--- src/rtl/alu_pkg.sv ---
// alu_pkg: opcode encoding and status flag bit positions shared by the ALU pipeline.
package alu_pkg;
    typedef enum logic [2:0] {
        OP_ADD, OP_SUB, OP_AND, OP_OR, OP_XOR, OP_ANDN, OP_SHL, OP_PASSB
    } op_e;
    localparam int FLG_Z = 0;
    localparam int FLG_N = 1;
    localparam int FLG_C = 2;
    localparam int FLG_V = 3;
endpackage

--- src/rtl/alu_pipe_if.sv ---
// alu_pipe_if: operation-in and result-out handshakes of the ALU pipeline.
interface alu_pipe_if #(parameter int WIDTH = 8);
    import alu_pkg::*;
    logic             in_valid;
    logic             in_ready;
    op_e              op;
    logic             use_acc;
    logic [WIDTH-1:0] a;
    logic [WIDTH-1:0] b;
    logic             out_valid;
    logic             out_ready;
    logic [WIDTH-1:0] result;
    logic [3:0]       flags;
    logic [WIDTH-1:0] acc;
    modport master (
        output in_valid, op, use_acc, a, b, out_ready,
        input  in_ready, out_valid, result, flags, acc
    );
    modport slave (
        input  in_valid, op, use_acc, a, b, out_ready,
        output in_ready, out_valid, result, flags, acc
    );
endinterface

--- src/rtl/alu_core.sv ---
// alu_core: combinational ALU producing the result and {v, c, n, z} flags.
module alu_core import alu_pkg::*; #(
    parameter int WIDTH = 8
) (
    input  op_e              op,
    input  logic [WIDTH-1:0] x,
    input  logic [WIDTH-1:0] b,
    output logic [WIDTH-1:0] result,
    output logic [3:0]       flags
);
    localparam int SW = $clog2(WIDTH);
    localparam int MSB = WIDTH - 1;
    logic [WIDTH:0] sum;
    logic [WIDTH:0] dif;
    logic [WIDTH:0] shl;
    logic           c;
    logic           v;
    assign sum = {1'b0, x} + {1'b0, b};
    assign dif = {1'b0, x} - {1'b0, b};
    // the last bit shifted out always lands in bit WIDTH because the amount is below WIDTH
    assign shl = {1'b0, x} << b[SW-1:0];
    always_comb begin
        result = b;
        c = 1'b0;
        v = 1'b0;
        case (op)
            OP_ADD: begin
                result = sum[MSB:0];
                c = sum[WIDTH];
                v = (x[MSB] == b[MSB]) && (sum[MSB] != x[MSB]);
            end
            OP_SUB: begin
                result = dif[MSB:0];
                c = dif[WIDTH];
                v = (x[MSB] != b[MSB]) && (dif[MSB] != x[MSB]);
            end
            OP_AND:   result = x & b;
            OP_OR:    result = x | b;
            OP_XOR:   result = x ^ b;
            OP_ANDN:  result = x & ~b;
            OP_SHL: begin
                result = shl[MSB:0];
                c = shl[WIDTH];
            end
            OP_PASSB: result = b;
        endcase
        flags = '0;
        flags[FLG_Z] = ~|result;
        flags[FLG_N] = result[MSB];
        flags[FLG_C] = c;
        flags[FLG_V] = v;
    end
endmodule

--- src/rtl/alu_pipe.sv ---
// alu_pipe: two-stage valid/ready ALU pipeline with accumulator and registered flags.
module alu_pipe import alu_pkg::*; #(
    parameter int WIDTH = 8
) (
    input  logic       clock,
    input  logic       reset,
    alu_pipe_if.slave  bus
);
    logic             s1_valid_q, s1_valid_d;
    op_e              s1_op_q, s1_op_d;
    logic             s1_use_acc_q, s1_use_acc_d;
    logic [WIDTH-1:0] s1_a_q, s1_a_d;
    logic [WIDTH-1:0] s1_b_q, s1_b_d;
    logic             s2_valid_q, s2_valid_d;
    logic [WIDTH-1:0] result_q, result_d;
    logic [3:0]       flags_q, flags_d;
    logic [WIDTH-1:0] acc_q, acc_d;
    logic [WIDTH-1:0] x;
    logic [WIDTH-1:0] alu_res;
    logic [3:0]       alu_flags;
    logic             accept;
    logic             move;
    assign bus.in_ready = !reset && (!s1_valid_q || !s2_valid_q || bus.out_ready);
    assign accept = bus.in_valid && bus.in_ready;
    assign move = s1_valid_q && (!s2_valid_q || bus.out_ready);
    // acc is written on the move of a use_acc entry, so the next entry already sees it here
    assign x = s1_use_acc_q ? acc_q : s1_a_q;
    alu_core #(.WIDTH(WIDTH)) u_core (
        .op     (s1_op_q),
        .x      (x),
        .b      (s1_b_q),
        .result (alu_res),
        .flags  (alu_flags)
    );
    always_comb begin
        s1_valid_d = accept || (s1_valid_q && !move);
        s1_op_d = accept ? bus.op : s1_op_q;
        s1_use_acc_d = accept ? bus.use_acc : s1_use_acc_q;
        s1_a_d = accept ? bus.a : s1_a_q;
        s1_b_d = accept ? bus.b : s1_b_q;
        s2_valid_d = move || (s2_valid_q && !bus.out_ready);
        result_d = move ? alu_res : result_q;
        flags_d = move ? alu_flags : flags_q;
        acc_d = (move && s1_use_acc_q) ? alu_res : acc_q;
    end
    always_ff @(posedge clock or posedge reset) begin
        if (reset) begin
            s1_valid_q <= 1'b0;
            s1_op_q <= OP_ADD;
            s1_use_acc_q <= 1'b0;
            s1_a_q <= '0;
            s1_b_q <= '0;
            s2_valid_q <= 1'b0;
            result_q <= '0;
            flags_q <= '0;
            acc_q <= '0;
        end else begin
            s1_valid_q <= s1_valid_d;
            s1_op_q <= s1_op_d;
            s1_use_acc_q <= s1_use_acc_d;
            s1_a_q <= s1_a_d;
            s1_b_q <= s1_b_d;
            s2_valid_q <= s2_valid_d;
            result_q <= result_d;
            flags_q <= flags_d;
            acc_q <= acc_d;
        end
    end
    assign bus.out_valid = s2_valid_q;
    assign bus.result = result_q;
    assign bus.flags = flags_q;
    assign bus.acc = acc_q;
endmodule

--- src/flat_wrapper.sv ---
// flat-port wrapper written by rule: the top's interface ports become plain ports
module alu_pipe_flat import alu_pkg::*;
#(
    parameter int WIDTH = 8
)
  (clock, reset, bus_in_valid, bus_op, bus_use_acc, bus_a, bus_b, bus_out_ready, bus_in_ready, bus_out_valid, bus_result, bus_flags, bus_acc);
  alu_pipe_if #(.WIDTH(WIDTH)) bus_i ();
  input  logic clock;
  input  logic reset;
  input wire logic [$bits(bus_i.in_valid)-1:0] bus_in_valid;
  input wire logic [$bits(bus_i.op)-1:0] bus_op;
  input wire logic [$bits(bus_i.use_acc)-1:0] bus_use_acc;
  input wire logic [$bits(bus_i.a)-1:0] bus_a;
  input wire logic [$bits(bus_i.b)-1:0] bus_b;
  input wire logic [$bits(bus_i.out_ready)-1:0] bus_out_ready;
  output wire logic [$bits(bus_i.in_ready)-1:0] bus_in_ready;
  output wire logic [$bits(bus_i.out_valid)-1:0] bus_out_valid;
  output wire logic [$bits(bus_i.result)-1:0] bus_result;
  output wire logic [$bits(bus_i.flags)-1:0] bus_flags;
  output wire logic [$bits(bus_i.acc)-1:0] bus_acc;
  assign bus_i.in_valid = bus_in_valid;
  assign bus_i.op = bus_op;
  assign bus_i.use_acc = bus_use_acc;
  assign bus_i.a = bus_a;
  assign bus_i.b = bus_b;
  assign bus_i.out_ready = bus_out_ready;
  assign bus_in_ready = bus_i.in_ready;
  assign bus_out_valid = bus_i.out_valid;
  assign bus_result = bus_i.result;
  assign bus_flags = bus_i.flags;
  assign bus_acc = bus_i.acc;
  alu_pipe #(.WIDTH(WIDTH)) u_core (.clock(clock), .reset(reset), .bus(bus_i));
endmodule
--- config.mk ---
export PLATFORM = sky130hd
export DESIGN_NAME = alu_pipe_flat
export DESIGN_NICKNAME = d
export VERILOG_FILES = /design/src/rtl/alu_pkg.sv /design/src/rtl/alu_pipe_if.sv /design/src/rtl/alu_core.sv /design/src/rtl/alu_pipe.sv /design/src/flat_wrapper.sv
export SDC_FILE = /design/constraint.sdc
export NUM_CORES = 1
export LEC_CHECK = 0
export ABC_CLOCK_PERIOD_IN_PS = 3950
export CELL_PAD_IN_SITES_DETAIL_PLACEMENT = 2
export CELL_PAD_IN_SITES_GLOBAL_PLACEMENT = 2
export CORE_MARGIN = 5
export CORE_UTILIZATION = 35
export DETAILED_ROUTE_END_ITERATION = 10
export GPL_TIMING_DRIVEN = 0
export PLACE_DENSITY_LB_ADDON = 0.25
export SLEW_MARGIN = 20
export SYNTH_ARGS = -nofsm -noshare
export SYNTH_HDL_FRONTEND = slang
export SYNTH_SLANG_ARGS = --single-unit
--- constraint.sdc ---
create_clock -name clock -period 3.95 [get_ports clock]
set_clock_uncertainty 0.1 [all_clocks]
set_input_delay 0.79 -clock clock [delete_from_list [all_inputs] [get_ports clock]]
set_output_delay 0.79 -clock clock [all_outputs]
set_load 0.1 [all_outputs]
Word level (Yosys, flattened, before mapping)

Cells that the tools add are included.

Add/subtract/negate cells: 2
Eq/ne operators: 11
Shifts and indexed selects: 1
Mux-type cells: 4
Bitwise logic cells: 5
Reductions and logical operators: 21

Operators by type and width:

| operator             | number |
|---|---|
| $pmux W8 S8          | 1 |
| $and A8 B8 Y8        | 2 |
| $eq A3 B3 Y1 const B | 4 |
| $add A8 B8 Y9        | 1 |
| $shl A8 B3 Y9        | 1 |
| $sub A8 B8 Y9        | 1 |
| $logic_and A1 B1 Y1  | 8 |
| $mux W8              | 1 |
| $not A8 Y8           | 1 |
| $or A8 B8 Y8         | 1 |
| $reduce_or A8 Y1     | 1 |
| $xor A8 B8 Y8        | 1 |
| $eq A3 B2 Y1 const B | 2 |
| $logic_not A1 Y1     | 6 |
| $logic_or A1 B1 Y1   | 5 |
| $eq A3 B1 Y1 const B | 1 |
| $logic_not A3 Y1     | 1 |
| $ne A1 B1 Y1         | 3 |
| $pmux W1 S3          | 1 |
| $pmux W1 S2          | 1 |
| $eq A1 B1 Y1         | 1 |

Register bits: 42
Input bits: 24
Output and inout port bits: 22
Word-level logic and storage cells: 53

Depth between registers and ports, before layout

Depth in word-level cells: 6
Depth in mapped cells: 14
Depth with buffers taken out: 12

Cells and area by module

From an unflattened synthesis, not the netlist that was laid out.

Cell total of the unflattened synthesis: 353
Area total of the unflattened synthesis: 3592.2 um2

By module, submodules not included:

| module   | instances | cells an instance | area each (um2) | seq. area each (um2) |
|---|---|---|---|---|
| alu_pipe | 1         | 105               | 1821.7          | 1051.0 |
| alu_core | 1         | 248               | 1770.4          | 0.0 |

Worst setup path before layout

Ideal clock, no wire load.

Path type: reg-to-reg
Start: reg u_core.s2_valid_q, in the netlist u_core.bus.out_valid
End: reg u_core.s1_a_q[1]
Setup time: 0.125 ns
Data arrival time: 3.395 ns
Required time: 3.725 ns
Setup slack: 0.331 ns
Cell stages (with the launch flop): 6
Path buffers: 1
Clock period less this slack: 3.619 ns
Cell sequence: dfrtp_1 > nor2b_1 > a21oi_1 > nand2_1 > clkbuf_1 > mux2_2

Longest elaborated chain between the ends: 5

Ends and longest elaborated chain:

| item                            | line               | text |
|---|---|---|
| from (decl)                     | alu_pipe.sv:14     | `logic s2_valid_q, s2_valid_d;` |
| from (signal assigned)          | alu_pipe.sv:63     | `s2_valid_q <= s2_valid_d;` |
| $logic_not A1 Y1                | alu_pipe.sv:23     | `assign bus.in_ready = !reset && (!s1_valid_q \|\| !s2_valid_q \|\| bus.out_ready);` |
| $logic_or A1 B1 Y1 (2 in a row) | alu_pipe.sv:23     |  |
| $logic_and A1 B1 Y1             | alu_pipe.sv:23     |  |
| via bus_in_ready                | flat_wrapper.sv:16 | `output wire logic [$bits(bus_i.in_ready)-1:0] bus_in_ready;` |
| $logic_and A1 B1 Y1             | alu_pipe.sv:24     | `assign accept = bus.in_valid && bus.in_ready;` |
| to (signal assigned)            | alu_pipe.sv:51     | `s1_a_q <= '0;` |
| to (signal assigned)            | alu_pipe.sv:61     | `s1_a_q <= s1_a_d;` |
| to (decl)                       | alu_pipe.sv:12     | `logic [WIDTH-1:0] s1_a_q, s1_a_d;` |

The timed path passes the listed nets, and every way through them passes these cells.
A chain may end at the register's enable or synchronous reset.

Final worst setup path

Start: reg u_core.s1_use_acc_q
End: reg u_core.flags_q[0], in the netlist u_core.bus.flags[0]

Longest elaborated chain between the ends: 5
Elaborated cells between the ends (all ways): 11
Those cells by class: add/sub (2); shift (1); mux (2); bitwise (4); reduce/logical (2)

Ends and longest elaborated chain:

| item                                  | line           | text |
|---|---|---|
| from (decl)                           | alu_pipe.sv:11 | `logic s1_use_acc_q, s1_use_acc_d;` |
| from (signal assigned)                | alu_pipe.sv:60 | `s1_use_acc_q <= s1_use_acc_d;` |
| $mux W8 (*)                           | alu_pipe.sv:27 | `assign x = s1_use_acc_q ? acc_q : s1_a_q;` |
| $sub A8 B8 Y9 (tied with other cells) | alu_core.sv:19 | `assign dif = {1'b0, x} - {1'b0, b};` |
| $pmux W8 S8 (*)                       | alu_core.sv:26 | `case (op)` |
| $reduce_or A8 Y1 (*)                  | alu_core.sv:48 | `flags[FLG_Z] = ~\|result;` |
| $logic_not A1 Y1 (*)                  | alu_core.sv:48 |  |
| to (signal assigned)                  | alu_pipe.sv:65 | `flags_q <= flags_d;` |
| to (decl)                             | alu_pipe.sv:16 | `logic [3:0] flags_q, flags_d;` |

Mark *: on every way between the ends. The rest lies on a longest branch, timed or not.

==> metrics <==
Tot GR Track Use 22.1%; clk slew on worst S/H paths 0.09 ns; Async SR Flop Fraction 100%; worst r2r src u_core.s1_use_acc_q$_DFFE_PP0P_; Nets 471; Slew headroom 33.3%; detailed-route DRC error count 0; Starting Density 35.6%; post-synth top area cell dfrtp_1; drt pass-1 iters 4; initial antenna violation count 0; unrepaired setup endpoints after global routing false; slowest CP cell mux4_2; Via-to-Cell Ratio 5.73; H-tree Lvls 2; cts bufs inserted 5; Post-Syn Area 0.00346 mm^2; vias in the first global route 3584; element type at the critical path start register; syn avg cell area 9.54 um^2; most frequent cells in the layout 45 x clkdlybuf4s50_1, 41 x dfrtp_1, 33 x nand2_1; Clock Path Buffers 2; Setup violations, final 0; global-route wire length before repair 20200 um; insertion delay to the later sink of the worst-skew pair 0.29 ns; Final TNS setup 0 ns; CP Class reg2reg; Distinct cells, synth 63; fill count 1085; Die Width 109 um; pin count of the biggest net entering global routing 31; Top-Level Pins 46; Top delay family on crit path multiplexers; Cells after Synth 363; total die area 0.0120 mm^2; CTS Hold Bufs 0; HPWL Detailed 9990 um; period utilization 94.5%; wire per inst 23.0 um; Max-Cap Viols 0; syn nets 418; Synth area leaders dfrtp_1 30%, ha_1 10%, mux2_2 8.1%; worst endpoint data arrival time 3.83 ns; die height 109 um; flops & latches, synth 41; status complete, no violations; slew at the pin closest to its max-slew limit 0.998 ns; n_diodes 0; Lkg Pwr 1.81 nW; Hold WC Path Type reg2reg; post-synth top area share 29.6%; Final Slew Violations 0; Fmax achieved 268 MHz; Port Buffers 45; Setup Buffers After CTS 0; worst hold path startpoint u_core.bus.result[2]$_DFFE_PP0P_; CP Max Fanout 10; detailed-route via count 3153; DRT antenna net count 0; share of layout cells above drive strength 1 16.8%; post-CTS sizing 0; iteration-0 DRC count of the detailed router 114; gr ovfl total 0; Hold Slack 0.389 ns; FP Rows 36; Final Hold Fails 0; Routability Congestion 0.917; Worst EP required 4.04 ns; Total Wirelength 12700 um; area grow syn2layout 21.6%; crit path from u_core.s1_use_acc_q$_DFFE_PP0P_; clock sink count 41; CP Buf/Inv Count 3; most common cell after layout, fill and taps aside clkdlybuf4s50_1; Worst VDD drop 0.544 mV; Root Driver clkbuf_8; Syn. warnings 0; CTS tree yes; min cycle time layout 3.73 ns; CP endpoint kind register; P per Cell Area 804 mW/mm^2; core area 0.00973 mm^2; Largest stage delay, worst path 0.49 ns; sequential area share after synthesis 29.6%; top_reg_cell synth dfrtp_1; CP cell instances buf_6 -> buf_12 -> mux2i_1 -> ha_1 -> inv_1 -> fa_1 -> xnor2_1 -> mux4_2 -> a221oi_2 -> and2b_1 -> nand4_1 -> o41ai_2; number of enable flip-flop cells after synthesis 0
==> state kept, by name (all words and copies together), names as in the netlist <==
name	count
u_core.s1_b_q	8
u_core.s1_op_q	3
u_core.bus.result	7
u_core.s1_valid_q	1
u_core.bus.acc	8
u_core.bus.out_valid	1
u_core.bus.flags	4
u_core.s1_a_q	8
u_core.s1_use_acc_q	1
==> Yosys cell counts, drive strengths merged (3+ instances only) <==
cell type,instances
a21o,3
a21oi,15
a221oi,3
a31oi,5
and2,4
and3,5
buf,10
clkbuf,9
clkinv,3
dfrtp,41
ha,29
inv,25
mux2,25
mux2i,10
mux4,8
nand2,33
nand2b,5
nand3,5
nand4,4
nor2,22
nor2b,8
nor3,9
o21a,4
o21ai,20
o221ai,4
o22ai,6
o31a,3
o31ai,3
xnor2,5
==> layer usage <==
layer / vias up / GRT usage (%) / share of wire (%)
li1: 1428 / - / -
met1: 1625 / 29.7 / 45
met5: - / 0 / 0
met4: 0 / 5.43 / 1.7
met2: 83 / 37.9 / 49
met3: 17 / 2.52 / 3.6
==> cells by family (layout without fill, tap and decap cells) <==
kind of cell               Yosys count  count (layout)  share of synthesized area, %
muxes                               43              43                          17.5
AOI/OAI and AO/OA                   89              89                          18.5
adders and majority gates           31              31                          11.6
xor gates and xnor gates             6               6                          1.52
and+or+nand+nor                    106             106                          15.1
buffers and inverters               47             101                          6.07
DFF                                 41              41                          29.6
==> path summary, 6_finish.rpt <==
path | end | slack [ns] | cells past startpoint
worst max-delay path | u_core.bus.flags[0]$_DFFE_PP0P_ | 0.22 | 12
worst min-delay path | u_core.bus.result[2]$_DFFE_PP0P_ | 0.39 | 2
worst max register to register | u_core.bus.flags[0]$_DFFE_PP0P_ | 0.22 | 12
worst min register to register | u_core.bus.result[2]$_DFFE_PP0P_ | 0.39 | 2
max in group asynchronous | u_core.s1_b_q[3]$_DFFE_PP0P_ | 2.61 | 3
min in group asynchronous | u_core.s1_b_q[4]$_DFFE_PP0P_ | 0.70 | 2
==> layout make-up <==
cell class                 instances  area, um^2  share of cell area, %
clock buffer                       6        72.6                   1.72
inverter                          28         105                   2.50
timing repair buffer              46         470                   11.2
tap                              133         166                   3.95
multi-input combinational        275        2230                   52.9
clock inverter                     2        38.8                  0.921
sequential                        41        1030                   24.4
buffer                            19         105                   2.50
==> power by group <==
| group | switching, W | internal [W] |
|---|---|---|
| clock network | 0.000158 | 0.000190 |
| registers | 0.000139 | 0.000539 |
| logic | 0.00161 | 0.000750 |
| total | 0.00191 | 0.00148 |
==> metrics by stage <==
stage | total power, W | worst slack, ns | instances | util (%) | instance area (um^2)
after global routing | 0.00357 | 0.00481 | 550 | 43.3 | 4210
after detailed placement | 0.00302 | 0.297 | 542 | 42.1 | 4100
after CTS | 0.00339 | 0.211 | 550 | 43.3 | 4210
after global placement | 0.00293 | 0.338 | 541 | 41.9 | 4080
after floorplan | 0.00236 | 0.331 | 363 | - | 3460
final | 0.00339 | 0.216 | 550 | 43.3 | 4210
==> worst reg2reg max path, cell delays in order (launching register included) <==
cell and delay [ns]:
dfrtp_1 0.36, buf_6 0.13, buf_12 0.16, mux2i_1 0.43, ha_1 0.28, inv_1 0.07, fa_1 0.41, xnor2_1 0.15
mux4_2 0.49, a221oi_2 0.43, and2b_1 0.18, nand4_1 0.13, o41ai_2 0.31
Power figures use the tool's default switching activity.
